File: config.mk
export PLATFORM = sky130hd
export DESIGN_NAME = word_transmitter_flat
export DESIGN_NICKNAME = d
export VERILOG_FILES = /design/src/rtl/word_transmitter_pkg.sv /design/src/rtl/word_transmitter_if.sv /design/src/rtl/word_tx_strobe_gen.sv /design/src/rtl/word_transmitter.sv /design/src/flat_wrapper.sv
export SDC_FILE = /design/constraint.sdc
export NUM_CORES = 1
export LEC_CHECK = 0
export CELL_PAD_IN_SITES_DETAIL_PLACEMENT = 1
export CELL_PAD_IN_SITES_GLOBAL_PLACEMENT = 1
export CORE_MARGIN = 4
export CORE_UTILIZATION = 45
export CTS_BUF_LIST = sky130_fd_sc_hd__clkbuf_8
export DETAILED_ROUTE_END_ITERATION = 12
export GPL_TIMING_DRIVEN = 0
export PLACE_DENSITY = 0.93
export SLEW_MARGIN = 10
export SYNTH_ARGS = -nofsm -noshare
export SYNTH_HDL_FRONTEND = slang
export SYNTH_SLANG_ARGS = --single-unit
File: constraint.sdc
create_clock -name clk -period 5.1 [get_ports clk]
set_clock_uncertainty 0.15 [all_clocks]
set_input_delay 1.02 -clock clk [delete_from_list [all_inputs] [get_ports clk]]
set_output_delay 1.02 -clock clk [all_outputs]
set_load 0.02 [all_outputs]
File: src/rtl/word_transmitter_pkg.sv
// word_transmitter_pkg: shared widths and FSM state encoding for word_transmitter
// Holds WORD_W, ADDR_W and the state enum. GAP exists only when WORD_TX_GAP_EN is defined.
package word_transmitter_pkg;
  localparam int WORD_W = 32;
  localparam int ADDR_W = 12;
  localparam int BIT_W = $clog2(WORD_W);
  typedef enum logic [2:0] {
    IDLE  = 3'd0,
    FETCH = 3'd1,
    LOAD  = 3'd2,
    SETUP = 3'd3,
    HIGH  = 3'd4,
`ifdef WORD_TX_GAP_EN
    GAP   = 3'd5,
`endif
    DONE  = 3'd6
  } state_t;
endpackage

File: src/rtl/word_transmitter_if.sv
// word_transmitter_if: request, memory and serial-line signals of word_transmitter
// master: the requester and memory side. It drives start, base_addr, word_count and mem_data.
// slave: the transmitter side. It drives addr, dataPin, dataOnPin, busy and done.
interface word_transmitter_if;
  import word_transmitter_pkg::*;
  logic              start;
  logic [ADDR_W-1:0] base_addr;
  logic [ADDR_W-1:0] word_count;
  logic [WORD_W-1:0] mem_data;
  logic [ADDR_W-1:0] addr;
  logic              dataPin;
  logic              dataOnPin;
  logic              busy;
  logic              done;
  modport master (
    output start, base_addr, word_count, mem_data,
    input  addr, dataPin, dataOnPin, busy, done
  );
  modport slave (
    input  start, base_addr, word_count, mem_data,
    output addr, dataPin, dataOnPin, busy, done
  );
endinterface

File: src/rtl/word_tx_strobe_gen.sv
// word_tx_strobe_gen: CLK_DIV-cycle phase counter for the SETUP/HIGH strobe phases
// Ports: clk, reset (async active-low), en (a strobe phase is active), tick (last cycle of the current phase).
module word_tx_strobe_gen #(
  parameter int CLK_DIV = 2
) (
  input  logic clk,
  input  logic reset,
  input  logic en,
  output logic tick
);
  logic [7:0] cnt_q, cnt_d;
  assign tick = en && (cnt_q == 8'(CLK_DIV - 1));
  // The counter restarts at every phase boundary, so each SETUP or HIGH phase starts from zero.
  always_comb begin
    cnt_d = (en && !tick) ? cnt_q + 8'd1 : 8'd0;
  end
  always_ff @(posedge clk or negedge reset) begin
    if (!reset) cnt_q <= 8'd0;
    else cnt_q <= cnt_d;
  end
endmodule

File: src/rtl/word_transmitter.sv
// word_transmitter: sends a burst of memory words as LSB-first serial bits with a bit strobe
// Ports: clk and reset (async active-low). bus is the slave modport of word_transmitter_if.
// Inputs on bus: start, base_addr, word_count, mem_data. Outputs on bus: addr, dataPin, dataOnPin, busy, done.
// Macro WORD_TX_GAP_EN: when defined, GAP_CYCLES idle cycles are inserted between consecutive words.
module word_transmitter
  import word_transmitter_pkg::*;
#(
  parameter int CLK_DIV    = 2,
  parameter int GAP_CYCLES = 8
) (
  input logic clk,
  input logic reset,
  word_transmitter_if.slave bus
);
  if (CLK_DIV < 1 || CLK_DIV > 255 || GAP_CYCLES < 1) begin : g_bad_param
    $error("word_transmitter: CLK_DIV must be 1..255 and GAP_CYCLES must be >= 1");
  end
  state_t            state_q, state_d;
  logic [ADDR_W-1:0] addr_q, addr_d, rem_q, rem_d;
  logic [WORD_W-1:0] shift_q, shift_d;
  logic [BIT_W-1:0]  bit_q, bit_d;
  logic              busy_q, busy_d, done_q, done_d;
  logic              data_pin_q, data_pin_d, data_on_pin_q, data_on_pin_d;
  logic              strobe_en, tick;
`ifdef WORD_TX_GAP_EN
  localparam int GAP_W = $clog2(GAP_CYCLES + 1);
  localparam logic [GAP_W-1:0] GAP_LAST = GAP_W'(GAP_CYCLES - 1);
  logic [GAP_W-1:0] gap_q, gap_d;
`endif
  assign strobe_en = (state_q == SETUP) || (state_q == HIGH);
  word_tx_strobe_gen #(.CLK_DIV(CLK_DIV)) u_strobe (
    .clk   (clk),
    .reset (reset),
    .en    (strobe_en),
    .tick  (tick)
  );
  always_comb begin
    state_d = state_q;
    addr_d  = addr_q;
    rem_d   = rem_q;
    shift_d = shift_q;
    bit_d   = bit_q;
`ifdef WORD_TX_GAP_EN
    gap_d   = gap_q;
`endif
    case (state_q)
      // busy_q lags state by one cycle. Gating on it also rejects start in the cycle right after DONE.
      IDLE: if (bus.start && !busy_q) begin
        addr_d  = bus.base_addr;
        rem_d   = bus.word_count;
        state_d = (bus.word_count != '0) ? FETCH : DONE;
      end
      FETCH: state_d = LOAD;
      LOAD: begin
        shift_d = bus.mem_data;
        bit_d   = '0;
        state_d = SETUP;
      end
      SETUP: state_d = tick ? HIGH : SETUP;
      HIGH: if (tick) begin
        shift_d = shift_q >> 1;
        bit_d   = bit_q + BIT_W'(1);
        state_d = SETUP;
        if (bit_q == BIT_W'(WORD_W - 1)) begin
          rem_d  = rem_q - ADDR_W'(1);
          addr_d = addr_q + ADDR_W'(1);
`ifdef WORD_TX_GAP_EN
          gap_d   = '0;
          state_d = (rem_q == ADDR_W'(1)) ? DONE : GAP;
`else
          state_d = (rem_q == ADDR_W'(1)) ? DONE : FETCH;
`endif
        end
      end
`ifdef WORD_TX_GAP_EN
      GAP: begin
        gap_d   = gap_q + GAP_W'(1);
        state_d = (gap_q == GAP_LAST) ? FETCH : GAP;
      end
`endif
      DONE:    state_d = IDLE;
      default: state_d = IDLE;
    endcase
    // Outputs are registered copies of the current state. They trail state_q by one cycle.
    busy_d        = state_q != IDLE;
    done_d        = state_q == DONE;
    data_on_pin_d = state_q == HIGH;
    data_pin_d    = strobe_en & shift_q[0];
  end
  always_ff @(posedge clk or negedge reset) begin
    if (!reset) begin
      state_q       <= IDLE;
      addr_q        <= '0;
      rem_q         <= '0;
      shift_q       <= '0;
      bit_q         <= '0;
      busy_q        <= 1'b0;
      done_q        <= 1'b0;
      data_pin_q    <= 1'b0;
      data_on_pin_q <= 1'b0;
`ifdef WORD_TX_GAP_EN
      gap_q         <= '0;
`endif
    end else begin
      state_q       <= state_d;
      addr_q        <= addr_d;
      rem_q         <= rem_d;
      shift_q       <= shift_d;
      bit_q         <= bit_d;
      busy_q        <= busy_d;
      done_q        <= done_d;
      data_pin_q    <= data_pin_d;
      data_on_pin_q <= data_on_pin_d;
`ifdef WORD_TX_GAP_EN
      gap_q         <= gap_d;
`endif
    end
  end
  assign bus.addr      = addr_q;
  assign bus.dataPin   = data_pin_q;
  assign bus.dataOnPin = data_on_pin_q;
  assign bus.busy      = busy_q;
  assign bus.done      = done_q;
endmodule

File: src/flat_wrapper.sv
// flat-port wrapper written by rule: the top's interface ports become plain ports
module word_transmitter_flat import word_transmitter_pkg::*;
#(
  parameter int CLK_DIV    = 2,
  parameter int GAP_CYCLES = 8
)
  (clk, reset, bus_start, bus_base_addr, bus_word_count, bus_mem_data, bus_addr, bus_dataPin, bus_dataOnPin, bus_busy, bus_done);
  word_transmitter_if bus_i ();
  input logic clk;
  input logic reset;
  input wire logic [$bits(bus_i.start)-1:0] bus_start;
  input wire logic [$bits(bus_i.base_addr)-1:0] bus_base_addr;
  input wire logic [$bits(bus_i.word_count)-1:0] bus_word_count;
  input wire logic [$bits(bus_i.mem_data)-1:0] bus_mem_data;
  output wire logic [$bits(bus_i.addr)-1:0] bus_addr;
  output wire logic [$bits(bus_i.dataPin)-1:0] bus_dataPin;
  output wire logic [$bits(bus_i.dataOnPin)-1:0] bus_dataOnPin;
  output wire logic [$bits(bus_i.busy)-1:0] bus_busy;
  output wire logic [$bits(bus_i.done)-1:0] bus_done;
  assign bus_i.start = bus_start;
  assign bus_i.base_addr = bus_base_addr;
  assign bus_i.word_count = bus_word_count;
  assign bus_i.mem_data = bus_mem_data;
  assign bus_addr = bus_i.addr;
  assign bus_dataPin = bus_i.dataPin;
  assign bus_dataOnPin = bus_i.dataOnPin;
  assign bus_busy = bus_i.busy;
  assign bus_done = bus_i.done;
  word_transmitter #(.CLK_DIV(CLK_DIV), .GAP_CYCLES(GAP_CYCLES)) u_core (.clk(clk), .reset(reset), .bus(bus_i));
endmodule
Word level (Yosys, flattened, before mapping)
Index checks and enable logic that the tools add are counted.

storage, ports and cells
  bits in registers = 76
  bits of input ports = 59
  output and inout bits = 16
  logic and storage cells = 60

operators by class
  $add $sub $neg = 4
  equal/unequal tests = 11
  mux-type cells = 20
  bitwise logic cells = 1
  reductions and logical operators = 14

operators by type and width
  operator                 number
  $mux W12                 6
  $pmux W32 S2             1
  $pmux W12 S2             2
  $mux W32                 1
  $mux W3                  6
  $pmux W3 S5              1
  $add A12 B1 Y12 const B  1
  $eq A12 B1 Y1 const B    1
  $reduce_bool A12 Y1      1
  $sub A12 B1 Y12 const B  1
  $pmux W5 S2              1
  $add A8 B1 Y8 const B    1
  $eq A8 B1 Y1 const B     1
  $mux W8                  1
  $eq A3 B2 Y1 const B     2
  $eq A3 B3 Y1 const B     2
  $add A5 B1 Y5 const B    1
  $eq A5 B5 Y1 const B     1
  $mux W5                  1
  $ne A2 B2 Y1 const B     2
  $reduce_and A2 Y1        2
  $reduce_and A4 Y1        1
  $reduce_bool A2 Y1       2
  $eq A3 B1 Y1 const B     1
  other kinds (7)          10

Longest topological paths before layout
Gate-level depths: netlist (run 1).

  depth in word-level cells = 6
  gate-level depth with buffers = 9

By module
Synthesis (run 1) repeated with hierarchy kept, for this count alone.

second synthesis, totals
  cell total of the unflattened synthesis = 464
  area, all modules = 4013.8 um^2

modules (own cells, without submodules)
  module              times used  cells an instance  area each (um^2)  sequential area each (um^2)
  word_transmitter    1           424                3612.2            1701.6
  word_tx_strobe_gen  1           40                 401.6             200.2

Worst setup path before layout (run 1)
Ideal clock, no wire load.

  kind = input -> register
  start = input port bus_start
  end = register u_core.addr_q[2], in the netlist u_core.bus.addr[2]
  setup time = 0.127 ns
  arrival time = 1.947 ns
  data required time = 4.823 ns
  path slack = 2.876 ns
  cell stages on the path = 5
  buffers on the path = 1
  cells stage by stage = nor3b_1 a41oi_2 clkbuf_1 nor3_1 a2bb2oi_1

between the ends
  longest elaborated chain between the ends = 3

ends and longest elaborated chain
  item                                line                     text
  start, declared                     flat_wrapper.sv:11       input wire logic [$bits(bus_i.start)-1:0] bus_start;
  $logic_and A1 B1 Y1                 word_transmitter.sv:48   IDLE: if (bus.start && !busy_q) begin
  $ne A2 B1 Y1 (no source line)       n/a
  $reduce_and A4 Y1 (no source line)  n/a
  end signal, assigned                word_transmitter.sv:106  addr_q <= addr_d;
  end, declared                       word_transmitter.sv:19   logic [ADDR_W-1:0] addr_q, addr_d, rem_q, rem_d;

No other way between the ends.
A chain may end at the register's enable or synchronous reset.

Worst setup path after layout (run 1)
  start = register u_core.addr_q[2], in the netlist u_core.bus.addr[2]
  end = output port bus_addr[2]

RTL lines
  item           line                text
  end, declared  flat_wrapper.sv:15  output wire logic [$bits(bus_i.addr)-1:0] bus_addr;

No word-level cell between the ends.

==> results of run 1 <==
worst register-to-register path: stages, from the launching register on:
cell and delay [ns]:
dfrtp_1 0.41, ha_1 0.22, and3_1 0.20, ha_1 0.26
a41oi_2 0.41, clkbuf_1 0.46, nor3_1 0.14, a2bb2oi_1 0.16
per-layer routing:
metal	track usage	wire length, um
met5	0	0
met3	0.0630	941
met2	0.432	6360
met4	0.0747	189
met1	0.302	4970
state kept, by name, summed over array words and instances (netlist names):
register,count
u_core.shift_q,32
u_core.bus.addr,12
u_core.rem_q,12
u_core.u_strobe.cnt_q,8
u_core.bit_q,5
u_core.state_q,3
u_core.bus.busy,1
u_core.bus.dataOnPin,1
u_core.bus.dataPin,1
u_core.bus.done,1
area by class of cell:
class,count,area [sq um],share of cell area
buffer,29,154,0.0297
multi-input combinational,306,1990,0.385
clock buffer,9,124,0.0239
inverter,9,33.8,0.00653
timing repair buffer,75,766,0.148
sequential,76,1900,0.368
tap,108,135,0.0261
clock inverter,6,66.3,0.0128
power groups by stage:
stage / logic, mW / clock network (mW) / registers [mW]
finish: 1.03 / 0.461 / 1.08
global route: 1.14 / 0.497 / 1.11
CTS: 1.04 / 0.469 / 1.07
detailed placement: 1.03 / 0 / 1.08
global placement: 0.960 / 0 / 1.05
floorplan: 0.585 / 0 / 1.07
logic make-up after synthesis:
logic type,Yosys count,share of synthesized area
adders and majority gates,7,0.0215
xor gates and xnor gates,7,0.0150
buffers and inverters,38,0.0460
AOI/OAI and AO/OA,115,0.183
muxes,34,0.0840
and+or+nand+nor,143,0.185
DFF,76,0.466
worst paths after layout:
| check | startpoint | endpoint | slack, ns | depth (start not counted) |
|---|---|---|---|---|
| max reg2reg | u_core.bit_q[0]$_DFFE_PN0P_ | u_core.bus.addr[2]$_DFFE_PN0P_ | 2.58 | 7 |
| max | u_core.bus.addr[2]$_DFFE_PN0P_ | bus_addr[2] | 2.42 | 1 |
| max in group asynchronous | reset | u_core.shift_q[15]$_DFFE_PN0P_ | 3.78 | 2 |
| min reg2reg | u_core.shift_q[5]$_DFFE_PN0P_ | u_core.shift_q[5]$_DFFE_PN0P_ | 0.34 | 2 |
| min in group asynchronous | reset | u_core.rem_q[11]$_DFFE_PN0P_ | 0.45 | 1 |
| min | u_core.shift_q[5]$_DFFE_PN0P_ | u_core.shift_q[5]$_DFFE_PN0P_ | 0.34 | 2 |
through the flow:
stage / cell area, sq um / util / hold WS [ns] / std cells / setup WS (ns)
after global placement: 4960 / 0.566 / 0.308 / 602 / 0.105
final: 5170 / 0.590 / 0.340 / 618 / 2.42
after CTS: 5170 / 0.590 / 0.344 / 618 / 2.42
after floorplan: 4080 / - / 0.292 / 420 / 2.88
after global routing: 5170 / 0.590 / 0.371 / 618 / 2.33
after detailed placement: 4980 / 0.569 / 0.321 / 603 / 2.08
cells in the final DEF (no fill, tap or decap), types with 2 or more instances in the layout:
master           count
mux2i_1             32
clkdlybuf4s50_1     73
a22o_1               2
a21oi_1             10
mux2_2               2
or4_1                2
inv_1                8
buf_4                3
clkinv_2             2
and4_1               3
o21ai_1              3
a22oi_1              2
nor2_1              24
nor4_1               6
and3_1               7
buf_6                3
ha_1                 7
clkinv_4             3
o31ai_1              4
and2_1               6
xor2_1               4
buf_2               12
o22ai_1              6
a31oi_1             10
nor3b_1              4
nor3_1              12
clkbuf_8             9
nand2_1             47
o211ai_1             3
o22a_1               5
clkbuf_1            12
xnor2_1              3
a211oi_1             7
nand4_1              6
o21ai_0             45
nand3_1             11
dfrtp_1             76
nand4b_1             3
a2bb2oi_1           10
==> impl_metrics.toml, run 1 <==
[drt]
wire_per_inst_um = 20.2
finalWirelength_um = 12500
drt.antenna.violating_nets = 0
drc = 0
firstDrtPassIters = 5
vias = 3727
initialDrtViolationCount = 142
detail_route.vias_per_cell = 6.03

[setup_path]
cp_slowest_cell = "clkdlybuf4s50_1"
cpPeakStageDelay_ns = 0.68
cp_cell_sequence = "clkdlybuf4s50_1"
crit_type = "reg -> out"
cp_num_buf_inv = 1
critPathRequiredTime_ns = 3.93
critical_path_arrival_ns = 1.51
path_max_fanout = 7
critical-path-top-delay-family = "buffers and inverters"
critPathLaunchType = "register"
critPathCaptureType = "output port"

[layout]
nNetsFinal = 572
fillerInstances = 1013
area_growth_pct = 26.7
drive_gt1_frac = 0.0902
antenna_cells = 0

[die]
start_util = 0.466
io_pins = 75
rows = 34
core_sq_um = 8760
die_x_um = 103
dieArea_sq_um = 10700
die_h_um = 103

[synthesis]
yosysMostFrequentCell = "dfrtp_1"
synth_seq_cells = 76
synth_edf_count = 0
ys_seq_area_frac = 0.466
synth_common_cells = "76 x dfrtp_1, 47 x nand2_1, 45 x o21ai_0, 32 x mux2i_1, 24 x nor2_1"
syn_area_sq_um = 4080
postSynth.asyncResetShare = 1.00
yosys.area.top_type = "dfrtp_1"
synthTopCellsByArea = "dfrtp_1 47%, mux2i_1 7.8%, o21ai_0 5.5%"
avgSynthCellArea_sq_um = 9.72
synth_nets = 486
synth_top_area_frac = 0.466
synthDistinctLibCells = 56
ys.flop_type = "dfrtp_1"
synthCells = 420
yosysWarnings = 0

[timing]
relSlewSlack = 0.467
fin_tns_setup_ns = 0
tightest_slew_ns = 0.798
fin_crit_ns = 2.68
slew_viol_final = 0
rsz0062_at_grt = "no"
hold_violations = 0
fmax_mhz = 373
final.period_utilization = 0.526
final-setup-viol-count = 0

[min_path]
hold_path.class = "reg -> reg"

[pwr]
p_clk_frac = 0.179
vdd_ir_drop_max_mv = 0.239
p_int_mw = 1.50
power_density_nw_per_um2 = 497
p_switching_mw = 1.07
p_total_mw = 2.57
seq_power_share = 0.419
leakage_nw = 2.09
combPwrFrac = 0.402
switching_share = 0.416

[cts]
clockRootBuffer = "clkbuf_8"
cts_tree = "yes"
post_cts_resized = 0
clock_latency_ns = 0.36
cts_buffers = 9
postCtsHoldBufs = 0
clkTransAtPathRegs_ns = 0.09
post_cts_buffers = 0
clockBufferDepth = 2
clock_sinks = 76
h-tree-depth = 3

[global_routing]
grt_pass1_vias = 4081
gr-usage-all-layers = 0.248
antenna_found_initial = 0
grt_max_degree = 46
grt_pass1_wl_um = 20300
grt-ovfl-total = 0

[placement]
hpwl_um = 9090
io_buffers = 74
place.gp.congestion = 0.879

[flow_run]
drv_cap = 0

[outcome]
outcome = "complete, no violations"
No activity file was read; power rests on OpenSTA's default activity.
==> run 2, diff against run 1 <==
- CORE_UTILIZATION: 45 -> 42
- PLACE_DENSITY: 0.93 -> 0.88
- clock period: 5.1 -> 2.6 ns (I/O delays scaled with it)
==> impl_metrics.toml, run 2 (synthesis results as in run 1) <==
[setup_path]
crit_type = "reg -> reg"
critical-path-top-delay-family = "simple AND/OR/NAND/NOR gates"
path_max_fanout = 10
cp_slowest_cell = "nor3b_2"
critPathCaptureType = "register"
r2r_slack_ns = 0.17
path_depth = 7
r2r_cells = 7
critPathRequiredTime_ns = 2.69
cp_cell_sequence = "inv_1 -> ha_1 -> nor3b_2 -> a41oi_2 -> nor2_1 -> buf_2 -> a2bb2oi_1"
cpPeakStageDelay_ns = 0.44
critical_path_arrival_ns = 2.51
critPathLaunchType = "register"
cp_num_buf_inv = 2

[timing]
final-setup-viol-count = 0
relSlewSlack = 0.445
fmax_mhz = 412
tightest_slew_ns = 0.831
final.period_utilization = 0.934
rsz0062_at_grt = "no"
setup_ws_ns = 0.171
hold_violations = 0
fin_crit_ns = 2.43
slew_viol_final = 0
fin_tns_setup_ns = 0
hold_slack_ns = 0.336

[global_routing]
grt_pass1_wl_um = 20200
grt_pass1_vias = 4022
grt_max_degree = 57
antenna_found_initial = 0
grt-ovfl-total = 0
gr-usage-all-layers = 0.224

[drt]
initialDrtViolationCount = 202
drc = 0
firstDrtPassIters = 4
finalWirelength_um = 12200
met3_length_um = 759
drt.antenna.violating_nets = 0
wire_per_inst_um = 19.0
route.met2.wl_um = 6270
wl_met1_um = 4950
detail_route.vias_per_cell = 5.76
top_layer = "met4"
vias = 3690

[layout]
nNetsFinal = 573
drive_gt1_frac = 0.0957
final-seq-area_sq_um = 1900
layout_commonest_cell = "dfrtp_1"
antenna_cells = 0
largest_reg_flops = 32
final_cells = 641
multi_input_area_sq_um = 1990
fillerInstances = 1115
max_flop_register = "u_core.shift_q"
most-common-layout-cells = "76 x dfrtp_1, 73 x clkdlybuf4s50_1, 47 x nand2_1"
area_growth_pct = 27.9

[placement]
io_buffers = 74
hpwl_um = 8960
dpl.cell_count = 624
dp_slack_ns = 0.0908
place.gp.congestion = 0.853

[flow_run]
drv_cap = 0

[min_path]
hold_path.class = "reg -> reg"
holdPathStages = 2

[die]
die_x_um = 107
rows = 35
die_h_um = 107
io_pins = 75
core_sq_um = 9370
start_util = 0.436
dieArea_sq_um = 11400

[cts]
cts_buffers = 9
clkTransAtPathRegs_ns = 0.08
cts_tree = "yes"
clock_sinks = 76
clockBufferDepth = 2
h-tree-depth = 3
clock_latency_ns = 0.36
post_cts_buffers = 0
clockRootBuffer = "clkbuf_8"

[pwr]
leakage_nw = 2.10
power_density_nw_per_um2 = 967
vdd_ir_drop_max_mv = 0.429

[outcome]
outcome = "complete, no violations"
run 2: cell count changes in the layout (fill, tap and decap cells not counted):
cell / before / now
clkbuf_1: 12 / 10
clkbuf_8: 9 / 10
clkinv_4: 3 / 1
clkinvlp_4: 0 / 2
dlygate4sd3_1: 0 / 1
clkbuf_2: 0 / 2
run 2: metrics by stage:
stage | total power [mW] | cell area, sq um | util
floorplan | 3.25 | 4080 | -
global placement | 3.96 | 4980 | 0.532
detailed placement | 4.12 | 5010 | 0.535
CTS | 5.07 | 5220 | 0.557
global route | 5.40 | 5220 | 0.557
finish | 5.05 | 5220 | 0.557
run 2: tightest hold or removal path, cell delays in order (launching register included):
cell and delay (ns):
dfrtp_1 0.35, nand2_1 0.05, o21ai_0 0.06
run 2: repair_timing:
item | in CTS | in global routing
hold buffers | 1 | 0
setup endpoints to repair | 0 | 15
hold endpoints to repair | 20 | 0
resized for setup | 0 | 4
run 2: area by class of cell:
| cell class | count | area share |
|---|---|---|
| plain buffers | 29 | 0.0299 |
| clock buffers | 10 | 0.0263 |
| clock inverters | 6 | 0.0122 |
| inverters | 9 | 0.00647 |
| multi-input cells | 306 | 0.382 |
| flip-flops and latches | 76 | 0.364 |
| well taps | 129 | 0.0309 |
| repair buffers | 76 | 0.149 |
run 2: worst paths after layout:
kind,to,startpoint
setup / recovery,u_core.bus.addr[5]$_DFFE_PN0P_,u_core.u_strobe.cnt_q[1]$_DFF_PN0_
hold / removal,u_core.shift_q[0]$_DFFE_PN0P_,u_core.shift_q[0]$_DFFE_PN0P_
setup reg to reg,u_core.bus.addr[5]$_DFFE_PN0P_,u_core.u_strobe.cnt_q[1]$_DFF_PN0_
hold reg to reg,u_core.shift_q[0]$_DFFE_PN0P_,u_core.shift_q[0]$_DFFE_PN0P_
max in group asynchronous,u_core.shift_q[12]$_DFFE_PN0P_,reset
min in group asynchronous,u_core.bus.done$_DFF_PN0_,reset
run 2: report_power, final:
group / internal (mW) / switching, mW
Clock: 0.468 / 0.479
Combinational: 0.842 / 1.15
Sequential: 1.66 / 0.445
run 2: per-layer routing:
layer	up-vias	global-route usage
li1	1714	-
met1	1851	0.273
met2	106	0.382
met3	19	0.0482
met4	0	0.0941
met5	-	0
